--- config.mk ---
export PLATFORM = sky130hd
export DESIGN_NAME = ppu_bg_row_fetch
export DESIGN_NICKNAME = d
export VERILOG_FILES = /design/src/rtl/ppu_bg_row_fetch.sv
export SDC_FILE = /design/constraint.sdc
export NUM_CORES = 1
export LEC_CHECK = 0
export BUFFER_PORTS_ARGS = -buffer_cell sky130_fd_sc_hd__buf_4
export CORE_ASPECT_RATIO = 0.9
export CORE_MARGIN = 3
export CORE_UTILIZATION = 25
export CTS_CLUSTER_DIAMETER = 60
export CTS_CLUSTER_SIZE = 24
export DETAILED_ROUTE_END_ITERATION = 7
export HOLD_SLACK_MARGIN = 0.06
export PLACE_DENSITY_LB_ADDON = 0.15
export REMOVE_ABC_BUFFERS = 1
export SLEW_MARGIN = 0
export SYNTH_ARGS = -nofsm -noshare
export SYNTH_HDL_FRONTEND = slang
export SYNTH_SLANG_ARGS = --single-unit
--- constraint.sdc ---
create_clock -name clk -period 2.8 [get_ports clk]
set_input_delay 0.7 -clock clk [delete_from_list [all_inputs] [get_ports clk]]
set_output_delay 0.7 -clock clk [all_outputs]
set_load 0.05 [all_outputs]
--- src/rtl/ppu_bg_row_fetch.sv ---
// Background-layer row fetcher: walks the scrolled tile map, fetches 4bpp pattern rows, writes one row buffer line.
// Optional PPU_BG_TRANSPARENT_SKIP_EN suppresses writes of color-0 pixels.
module ppu_bg_row_fetch #(
  parameter int unsigned ROW_PIXELS  = 320,
  parameter int unsigned VRAM_AW     = 16,
  parameter int unsigned VRAM_RD_LAT = 1,
  parameter logic [VRAM_AW-1:0] TMAP_BASE = 16'h0000,
  parameter logic [VRAM_AW-1:0] PAT_BASE  = 16'h2000
) (
  input  logic               clk,
  input  logic               rst_n,
  input  logic               row_start,
  input  logic [7:0]         next_row,
  input  logic [31:0]        bgscroll,
  output logic               busy,
  output logic               done,
  output logic               overrun,
  output logic               vram_rden,
  output logic [VRAM_AW-1:0] vram_rdaddr,
  input  logic [31:0]        vram_rddata,
  output logic               row_wren,
  output logic [8:0]         row_wraddr,
  output logic [7:0]         row_wrdata
);
  localparam int unsigned N_TILES = ROW_PIXELS / 8 + 1;

  typedef enum logic [2:0] {IDLE, MAP_REQ, MAP_WAIT, PAT_REQ, PAT_WAIT, EMIT} state_t;

  state_t       state_q, state_d;
  logic [5:0]   k_q, k_d;
  logic [2:0]   p_q, p_d;
  logic [8:0]   y_q, y_d;
  logic [8:0]   sx_q, sx_d;
  logic [15:0]  ent_q, ent_d;
  logic [31:0]  pat_q, pat_d;
  logic         done_q, done_d;
  logic         ovr_q, ovr_d;
  logic [VRAM_RD_LAT-1:0] vld_pipe_q, vld_pipe_d, vld_shift;

  logic [5:0]   col;
  logic [2:0]   fine_y;
  logic [VRAM_AW-1:0] map_addr, pat_addr;
  logic signed [9:0] x;
  logic [2:0]   pix;
  logic [3:0]   color;
  logic         in_range;

  assign busy      = (state_q != IDLE);
  assign done      = done_q;
  assign overrun   = ovr_q;
  assign vram_rden = (state_q == MAP_REQ) || (state_q == PAT_REQ);

  // Read-valid shift register; one request in flight at a time, so the top bit marks the returning word.
  generate
    if (VRAM_RD_LAT == 1) begin : g_lat1
      assign vld_shift = vram_rden;
    end else begin : g_latn
      assign vld_shift = {vld_pipe_q[VRAM_RD_LAT-2:0], vram_rden};
    end
  endgenerate

  assign col      = sx_q[8:3] + k_q;
  assign fine_y   = ent_q[15] ? ~y_q[2:0] : y_q[2:0];
  assign map_addr = TMAP_BASE + VRAM_AW'({y_q[8:3], col[5:1]});
  assign pat_addr = PAT_BASE + VRAM_AW'({ent_q[9:0], fine_y});

  assign x        = $signed({1'b0, k_q, p_q}) - $signed({7'b0, sx_q[2:0]});
  assign in_range = !x[9] && (x < $signed(10'(ROW_PIXELS)));
  assign pix      = p_q ^ {3{ent_q[14]}};
  assign color    = pat_q[{pix, 2'b00} +: 4];

  always_comb begin
    vram_rdaddr = '0;
    row_wren    = 1'b0;
    row_wraddr  = '0;
    row_wrdata  = '0;
    if (state_q == MAP_REQ) vram_rdaddr = map_addr;
    if (state_q == PAT_REQ) vram_rdaddr = pat_addr;
    if (state_q == EMIT) begin
      row_wraddr = x[8:0];
      row_wrdata = {ent_q[13:10], color};
`ifdef PPU_BG_TRANSPARENT_SKIP_EN
      row_wren   = in_range && (color != 4'h0);
`else
      row_wren   = in_range;
`endif
    end
  end

  always_comb begin
    state_d    = state_q;
    k_d        = k_q;
    p_d        = p_q;
    y_d        = y_q;
    sx_d       = sx_q;
    ent_d      = ent_q;
    pat_d      = pat_q;
    done_d     = 1'b0;
    ovr_d      = 1'b0;
    vld_pipe_d = vld_shift;
    if (row_start) begin
      // Restart drops anything still in flight for the aborted row.
      y_d        = 9'(next_row) + bgscroll[24:16];
      sx_d       = bgscroll[8:0];
      k_d        = '0;
      p_d        = '0;
      vld_pipe_d = '0;
      ovr_d      = busy;
      state_d    = MAP_REQ;
    end else begin
      case (state_q)
        MAP_REQ:  state_d = MAP_WAIT;
        MAP_WAIT: if (vld_pipe_q[VRAM_RD_LAT-1]) begin
          ent_d   = col[0] ? vram_rddata[31:16] : vram_rddata[15:0];
          state_d = PAT_REQ;
        end
        PAT_REQ:  state_d = PAT_WAIT;
        PAT_WAIT: if (vld_pipe_q[VRAM_RD_LAT-1]) begin
          pat_d   = vram_rddata;
          p_d     = '0;
          state_d = EMIT;
        end
        EMIT: begin
          p_d = p_q + 3'd1;
          if (p_q == 3'd7) begin
            if (k_q == 6'(N_TILES - 1)) begin
              state_d = IDLE;
              done_d  = 1'b1;
            end else begin
              k_d     = k_q + 6'd1;
              state_d = MAP_REQ;
            end
          end
        end
        default: state_d = IDLE;
      endcase
    end
  end

  always_ff @(posedge clk or negedge rst_n) begin
    if (!rst_n) begin
      state_q    <= IDLE;
      k_q        <= '0;
      p_q        <= '0;
      y_q        <= '0;
      sx_q       <= '0;
      ent_q      <= '0;
      pat_q      <= '0;
      done_q     <= 1'b0;
      ovr_q      <= 1'b0;
      vld_pipe_q <= '0;
    end else begin
      state_q    <= state_d;
      k_q        <= k_d;
      p_q        <= p_d;
      y_q        <= y_d;
      sx_q       <= sx_d;
      ent_q      <= ent_d;
      pat_q      <= pat_d;
      done_q     <= done_d;
      ovr_q      <= ovr_d;
      vld_pipe_q <= vld_pipe_d;
    end
  end
endmodule

==> impl_metrics.ini, run 1 <==
[setup_path]
crit_top_cell = inv_2
worstPathMaxFanout = 5
cp_slowest_cell = dfrtp_1
cp-end-kind = output pin
critPathLaunchType = register
path_buf_inv = 3
worstPathRequired_ns = 2.10
critPathMaxStageDelay_ns = 0.39
critPathKind = reg2out
path_cells = inv_2, ha_4, inv_2, fa_2, a211o_1, nand2b_4, o31a_1, a31oi_1, a21oi_1, buf_4
arrival_ns = 2.52
cpLargestDelayFamily = compound AO/OA/AOI/OAI gates

[route]
avgRoutedWirePerCell_um = 16.7
wl_met3_um = 579
postRouteAntennaNets = 0
dr.pass1.iters = 5
met2_wirelength_mm = 6.27
highest_layer = met4
wirelength_mm = 13.4
m1WireLength_mm = 6.44
vias_per_cell = 4.68
drc = 0
initialDrtViolationCount = 171
vias = 3759

[power]
total_leakage_power_uw = 0.00303
powerDensity_nw_per_um2 = 642
ir_drop_uv = 270
p_total_uw = 4190

[synthesis]
ys_seq_area_share_pct = 41.1
yosysUniqueCellTypes = 51
avgSynthCellArea_sq_um = 11.2
async_reset_ff_share_pct = 100
synth_edf_count = 0
ys.flop_type = dfrtp_1
yosys_warnings = 0
synth-seq-cells = 81
syn_area_sq_um = 4930
syn_inst = 438

[grt]
grt_max_degree = 42
grt_pass1_wl_mm = 21.2
gr-total-overflow = 0
antenna_found_initial = 0
first_global_vias = 3899
grt_usage_pct = 12.5

[final_layout]
drive_gt1_share_pct = 41.9
final_cell_mix = buf_4 (116), dfrtp_1 (79), nor2_1 (52), mux2_2 (40)
areaGrowthSynthToFinish_pct = 32.6
stdcell_count = 804
antenna_cells = 0
layout_commonest_cell = buf_4
nNetsFinal = 648

[timing]
fin_skew_ns = 0.00658
hold_viol_final = 0
final-max-slew-violation-count = 0
hold_ws_ns = 0.369
rsz0062_at_grt = true
worstMarginPinSlew_ns = 0.605
setup_slack_ns = -0.418
setup_violations = 5
finalCriticalPeriod_ns = 3.22
relSlewSlack_pct = 59.7
fmax_ghz = 0.311
finalCritPeriodShare_pct = 115
fin_setup_tns_ns = -1.46

[die]
die_w_um = 154
core_sq_um = 19300
die_area_sq_um = 21400
start_util_pct = 25.6
die_y_um = 139
io_pins = 113
num_rows = 48

[outcome]
status = complete, but fails checks
violations = setup timing

[placed_design]
dpl.hpwl_mm = 9.90
portBuffers = 96
dp.cells = 781
gp_congestion = 0.743
place_ws_ns = -0.0766

[clock_network]
clockBufferDepth = 2
cts_tree = yes
cts.reportedPaths.clkPinSlew_ns = 0.07
cts_buffers = 9
cts_root_buf = clkbuf_16
cts_sinks = 81
clkLatencyLatePin_ns = 0.34
cts_max_level = 3

[hold_path]
worst_hold_path_type = in2async

[run]
cap_violations = 0
==> area by class of cell <==
cell class	instances	area, sq um
clock buffers	10	239
repair buffers	128	1040
clock inverters	5	56.3
fillers	1967	12700
inverters	12	45.0
flip-flops and latches	81	2030
multi-input cells	318	2810
well taps	250	313
==> worst paths after layout <==
path                                          from              endpoint  slack, ns  cells past startpoint
worst min-delay path                         rst_n   sx_q[2]$_DFFE_PN0P_       0.37                      1
worst max-delay path            p_q[0]$_DFFE_PN0P_              row_wren      -0.42                     10
min in group clk                y_q[7]$_DFFE_PN0P_    y_q[7]$_DFFE_PN0P_       0.51                      1
max in group asynchronous                    rst_n  pat_q[5]$_DFFE_PN0P_       1.80                      2
worst min register to register  y_q[7]$_DFFE_PN0P_    y_q[7]$_DFFE_PN0P_       0.51                      1
worst max register to register  p_q[1]$_DFFE_PN0P_    k_q[2]$_DFFE_PN0P_       0.81                      8
==> synthesized netlist by cell type (all sizes together), types with 2 or more instances <==
master  count  area [sq um]
a211oi      5          42.5
a21o        4          30.0
a21oi      34           170
a22oi       2          15.0
and2        3          18.8
and3       10          62.6
buf        23           169
clkbuf      5          18.8
dfrtp      81          2030
fa          3          60.1
ha         20           250
inv        12          45.0
mux2       44           495
mux2i      30           300
mux4       16           360
nand2      13          48.8
nand2b      4          32.5
nand3       3          15.0
nand4       4          25.0
nor2       53           199
nor3        3          15.0
nor4        2          27.5
o211ai      3          22.5
o21ai      12          60.1
o21bai      2          15.0
o22ai       5          31.3
or3         2          12.5
xnor2      15           131
xor2       11           115
==> stage by stage <==
| stage | utilization (%) | area (sq um) |
|---|---|---|
| after global routing | 33.9 | 6530 |
| after detailed placement | 31.0 | 5980 |
| after CTS | 33.3 | 6420 |
| after floorplan | - | 4740 |
| final | 33.9 | 6530 |
| after global placement | 31.0 | 5980 |
==> cells by family (layout without fill, tap and decap cells) <==
kind of cell               count (synthesis)  after routing  share of synthesized area (%)
and+or+nand+nor                          101            101                           9.88
muxes                                     90             90                           23.5
DFF                                       81             81                           41.1
AOI/OAI and AO/OA                         76             76                           9.42
buffers and inverters                     40            155                           4.72
xor gates and xnor gates                  26             26                           5.00
adders and majority gates                 23             23                           6.30
other                                      1              2                         0.0761
==> repair_timing <==
| action | in CTS | in global routing |
|---|---|---|
| hold buffers | 0 | 0 |
| setup buffers | 5 | 3 |
| endpoints found under the setup margin | 12 | 14 |
| pin swaps | 14 | 14 |
| resized for setup | 26 | 17 |
| hold endpoints to repair | 0 | 0 |
==> worst reg2reg max path, delay by kind of cell, from the launching register on <==
kind | cells | cell delay, ns
AO/OA/AOI/OAI | 1 | 0.37
flip-flops | 1 | 0.46
XOR/XNOR | 1 | 0.17
buffers and inverters | 1 | 0.21
AND/OR/NAND/NOR | 3 | 0.31
adder cells (fa/ha/maj) | 2 | 0.36
==> power by group <==
group | total (uW) | internal (uW) | leakage [uW] | switching [uW]
Sequential | 1610 | 1420 | 0.00103 | 185
Clock | 1200 | 709 | 0.000144 | 492
Combinational | 1380 | 675 | 0.00186 | 709
Total | 4190 | 2810 | 0.00303 | 1390
==> layer usage <==
metal	track usage, %	vias up
li1	-	1801
met1	17.4	1858
met2	19.9	90
met3	2.37	10
met4	3.62	0
met5	0	-
==> state kept, by name, indices dropped and copies added, names as in the netlist <==
name        flops
ent_q          16
overrun         1
vld_pipe_q      1
pat_q          32
state_q         3
done            1
k_q             6
sx_q            9
y_q             9
p_q             3
No activity file was read; power rests on OpenSTA's default activity.
==> run 2, diff against run 1 <==
- TNS_END_PERCENT: unset -> 10
==> run 2 against run 1 <==
The run still ends with setup timing left. Non-clock buffer count shrank 6. Routed wire length is 0.42% lower. Sequential power is essentially flat. Cell count decreased by 0.75%. Design area down 2.2%. Utilization decreased by 0.73 points. Combinational power decreased by 4%. Worst setup slack better by 0.0087 ns. First-iteration DRC count down 14%. Largest cell class unchanged. Highest routed layer unchanged.
==> impl_metrics.ini, run 2 (synthesis gave the netlist of run 1 again) <==
[route]
postRouteAntennaNets = 0
drc = 0
wirelength_mm = 13.4
vias_per_cell = 4.69
avgRoutedWirePerCell_um = 16.8
dr.pass1.iters = 4
initialDrtViolationCount = 147
vias = 3742

[clock_network]
cts_buffers = 9
clockBufferDepth = 2
cts.reportedPaths.clkPinSlew_ns = 0.07
cts_root_buf = clkbuf_16
cts_max_level = 3
cts_tree = yes
cts_sinks = 81
clkLatencyLatePin_ns = 0.34

[power]
p_total_uw = 4140
total_leakage_power_uw = 0.00299
powerDensity_nw_per_um2 = 648
ir_drop_uv = 272

[outcome]
violations = setup timing
status = complete, but fails checks

[timing]
finalCriticalPeriod_ns = 3.21
fmax_ghz = 0.312
setup_violations = 6
setup_slack_ns = -0.409
fin_skew_ns = 0.00689
relSlewSlack_pct = 59.9
finalCritPeriodShare_pct = 115
hold_viol_final = 0
worstMarginPinSlew_ns = 0.602
final-max-slew-violation-count = 0
rsz0062_at_grt = true

[die]
start_util_pct = 25.6
io_pins = 113
core_sq_um = 19300
die_area_sq_um = 21400
num_rows = 48
die_y_um = 139
die_w_um = 154

[final_layout]
nNetsFinal = 642
largest_reg_flops = 32
final_cell_mix = buf_4 (113), dfrtp_1 (79), nor2_1 (52), mux2_2 (40), a21oi_1 (32)
areaGrowthSynthToFinish_pct = 29.7
layout_commonest_cell = buf_4
drive_gt1_share_pct = 39.1
antenna_cells = 0
top_regs = pat_q x32, ent_q x16
largest_register = pat_q

[grt]
antenna_found_initial = 0
grt_use_met1_pct = 17.4
grt_usage_pct = 12.5
met3_usage_pct = 2.37
grt_max_degree = 42
gr-total-overflow = 0
first_global_vias = 3903
grt.busiest_layer = met2
grt_pass1_wl_mm = 21.3
grtUsageMet2_pct = 19.9

[setup_path]
cpLargestDelayFamily = compound AO/OA/AOI/OAI gates
path_buf_inv = 3
cp_slowest_cell = dfrtp_1
arrival_ns = 2.51
cp-end-kind = output pin
critPathMaxStageDelay_ns = 0.39
crit_top_cell = inv_2
critPathLaunchType = register
path_cells = inv_2, ha_4, inv_2, fa_2, a211o_1, nand2b_4, o31a_1, a31oi_1, a21oi_1, buf_4
worstPathRequired_ns = 2.10
critPathKind = reg2out
worstPathMaxFanout = 5

[placed_design]
portBuffers = 96
gp_congestion = 0.743
place_ws_ns = -0.0766
dpl.hpwl_mm = 9.90

[run]
cap_violations = 0

[hold_path]
worst_hold_path_type = in2async
-- run 2: changes by cell type in the layout (fill, tap and decap cells not counted), sizes merged --
cell,delta
buf,-6
-- run 2: power by group --
group	leakage, uW	total [uW]	internal (uW)	switching (uW)
Sequential	0.00103	1610	1420	183
Clock	0.000144	1210	709	499
Combinational	0.00182	1330	636	694
-- run 2: worst register-to-register path, cell delays in order (launching register included) --
cell and delay (ns):
dfrtp_1 0.47, buf_12 0.21, ha_1 0.17, ha_1 0.18, nand4b_1 0.13, a41oi_1 0.37, nand2_1 0.12, xor2_1 0.16
nor2_1 0.06
-- run 2: layer usage --
layer | vias up | share of wire, %
met4 | 0 | 1.2
met2 | 76 | 47
met3 | 11 | 3.9
met5 | - | 0
li1 | 1793 | -
met1 | 1862 | 48
-- run 2: area by class of cell --
class	instances	area (sq um)
Fill cell	1987	12900
Multi-Input combinational cell	318	2730
Timing Repair Buffer	122	976
Inverter	12	45.0
Sequential cell	81	2030
Clock inverter	5	56.3
Tap cell	250	313
Clock buffer	10	239
-- run 2: repair_timing --
action	4_1_cts	5_1_grt
setup endpoints to repair	12	13
resized for setup	21	6
pin swaps	7	4
setup buffers	1	1
hold endpoints to repair	0	0
hold buffers	0	0
-- run 2: stage by stage --
step	utilization, %	instances	hold slack (ns)	instance area (sq um)	setup TNS (ns)
after global placement	31.0	781	0.495	5980	-0.0946
after detailed placement	31.0	781	0.503	5980	-0.194
after global routing	33.2	798	0.409	6390	-2.38
after floorplan	-	411	0.404	4740	-3.39
final	33.2	798	0.366	6390	-1.41
after CTS	33.0	797	0.382	6360	-1.59
-- run 2: path summary, 6_finish.rpt --
path                                          from              endpoint  slack, ns  cells past startpoint
worst max-delay path            p_q[0]$_DFFE_PN0P_              row_wren      -0.41                     10
worst min-delay path                         rst_n   sx_q[2]$_DFFE_PN0P_       0.37                      1
worst max register to register  p_q[1]$_DFFE_PN0P_    k_q[2]$_DFFE_PN0P_       0.82                      8
worst min register to register  y_q[7]$_DFFE_PN0P_    y_q[7]$_DFFE_PN0P_       0.51                      1
max in group asynchronous                    rst_n  pat_q[5]$_DFFE_PN0P_       1.82                      2
min in group clk                y_q[7]$_DFFE_PN0P_    y_q[7]$_DFFE_PN0P_       0.51                      1
==> run 3, diff against run 2 <==
- CORE_UTILIZATION: 25 -> 45
==> run 3 against run 2 <==
The run still ends with setup timing left. Fmax rose by 2.3%. Cell count shrank 15%. Non-clock buffer count shrank 2. First-iteration DRC count grew 24%. Highest routed layer unchanged. Combinational power about the same. Critical endpoint unchanged. Utilization up 26 points. Largest cell class unchanged.
==> impl_metrics.ini, run 3 (synthesis gave the netlist of run 1 again) <==
[setup_path]
critPathLaunchType = register
rrSetupSlack_ns = 0.82
r2r_cells = 8
worstPathMaxFanout = 5
arrival_ns = 2.44
rr_startpoint = p_q[1]$_DFFE_PN0P_
cp-end-kind = output pin
critPathKind = reg2out
worstPathRequired_ns = 2.10
reg2reg_to = k_q[2]$_DFFE_PN0P_

[timing]
final-max-slew-violation-count = 0
setup_violations = 6
fin_skew_ns = 0.00372
rsz0062_at_grt = true
worstMarginPinSlew_ns = 0.598
hold_viol_final = 0
relSlewSlack_pct = 60.1
fmax_ghz = 0.319
finalCritPeriodShare_pct = 112
finalCriticalPeriod_ns = 3.14
setup_slack_ns = -0.337

[final_layout]
fill_cells = 894
multi_input_comb_area_sq_um = 2740
regArea_sq_um = 2030
final_cell_mix = buf_4 (111), dfrtp_1 (80), nor2_1 (52), mux2_2 (40), a21oi_1 (31)
antenna_cells = 0
top_regs = pat_q x32, ent_q x16
drive_gt1_share_pct = 37.7
layout_commonest_cell = buf_4
fin_area_sq_um = 6210
utilization_pct = 59.3
largest_reg_flops = 32
largest_register = pat_q
areaGrowthSynthToFinish_pct = 26.0
nNetsFinal = 640

[placed_design]
gp_congestion = 0.799
portBuffers = 96
placed_cell_area_sq_um = 5810
dpl.hpwl_mm = 8.30

[clock_network]
clockBufferDepth = 2
cts_root_buf = clkbuf_16
cts_buffers = 9
cts_tree = yes
clkLatencyLatePin_ns = 0.33
holdBufCountCts = 0
cts.reportedPaths.clkPinSlew_ns = 0.06
cts_sinks = 81
cts_max_level = 3

[route]
wirelength_mm = 11.4
vias_per_cell = 5.46
initialDrtViolationCount = 183
vias = 3688
postRouteAntennaNets = 0
drc = 0
avgRoutedWirePerCell_um = 16.9
dr.pass1.iters = 4

[die]
die_y_um = 105
start_util_pct = 47.1
die_area_sq_um = 12200
die_w_um = 116
num_rows = 35
core_sq_um = 10500
io_pins = 113

[grt]
grt_usage_pct = 19.6
antenna_found_initial = 0
grt_max_degree = 44
first_global_vias = 3807
grt_pass1_wl_mm = 18.9
gr-total-overflow = 0

[hold_path]
worst_hold_path_type = in2async

[outcome]
violations = setup timing
status = complete, but fails checks

[power]
total_leakage_power_uw = 0.00297
powerDensity_nw_per_um2 = 656
ir_drop_uv = 450

[run]
cap_violations = 0
[run 3: repair_timing]
action | in CTS | in global routing
pin swaps | 6 | 5
gates resized for setup | 15 | 10
setup buffers | 0 | 1
endpoints found under the hold margin | 0 | 0
setup endpoints to repair | 8 | 14
[run 3: layout make-up]
type                    count  area share, %
inverters                  12          0.726
clock buffers              13           4.03
multi-input cells         318           44.1
flip-flops and latches     81           32.7
well taps                 129           2.60
repair buffers            120           15.3
clock inverters             3          0.645
[run 3: how the worst max path moves through the flow]
stage                               end  cells past startpoint                from
final                          row_wren                     10  p_q[0]$_DFFE_PN0P_
after global routing           row_wren                     10  p_q[0]$_DFFE_PN0P_
after CTS                 row_wraddr[8]                     11  p_q[0]$_DFFE_PN0P_
after detailed placement  row_wraddr[6]                      9  p_q[0]$_DFFE_PN0P_
after global placement    row_wraddr[8]                     11  p_q[0]$_DFFE_PN0P_
after floorplan           row_wraddr[6]                      5  p_q[1]$_DFFE_PN0P_
[run 3: where the power goes]
part,switching [uW],leakage (uW),total (uW),internal [uW]
sequential,169,0.00103,1590,1420
clock,461,0.000144,1170,713
combinational,680,0.00180,1310,626
total,1310,0.00297,4070,2760
[run 3: per-stage QoR]
step / setup WS (ns) / hold slack, ns / TNS [ns] / power [uW] / cells
6_report: -0.337 / 0.361 / -1.14 / 4070 / 676
5_1_grt: -0.484 / 0.398 / -2.17 / 4300 / 676
4_1_cts: -0.383 / 0.385 / -1.47 / 4100 / 675
3_5_place_dp: -0.0741 / 0.497 / -0.172 / 2900 / 659
3_3_place_gp: -0.0184 / 0.487 / -0.0413 / 2860 / 659
2_1_floorplan: -0.640 / 0.404 / -3.39 / 2480 / 411
[run 3: per-layer routing]
| layer | global-route usage (%) | vias to the layer above | part of all wire (%) |
|---|---|---|---|
| met2 | 31.3 | 79 | 49 |
| met3 | 4.65 | 11 | 5.0 |
| met1 | 26.6 | 1817 | 44 |
| li1 | - | 1781 | - |
| met5 | 0 | - | 0 |
| met4 | 5.39 | 0 | 1.3 |
[run 3: critical path: stages (launching register included)]
cell and delay [ns]:
dfrtp_1 0.38, inv_2 0.08, ha_4 0.14, inv_2 0.04, fa_2 0.33, a211o_1 0.28
nand2b_4 0.18, o31a_1 0.24, a31oi_1 0.14, a21oi_1 0.09, buf_4 0.20
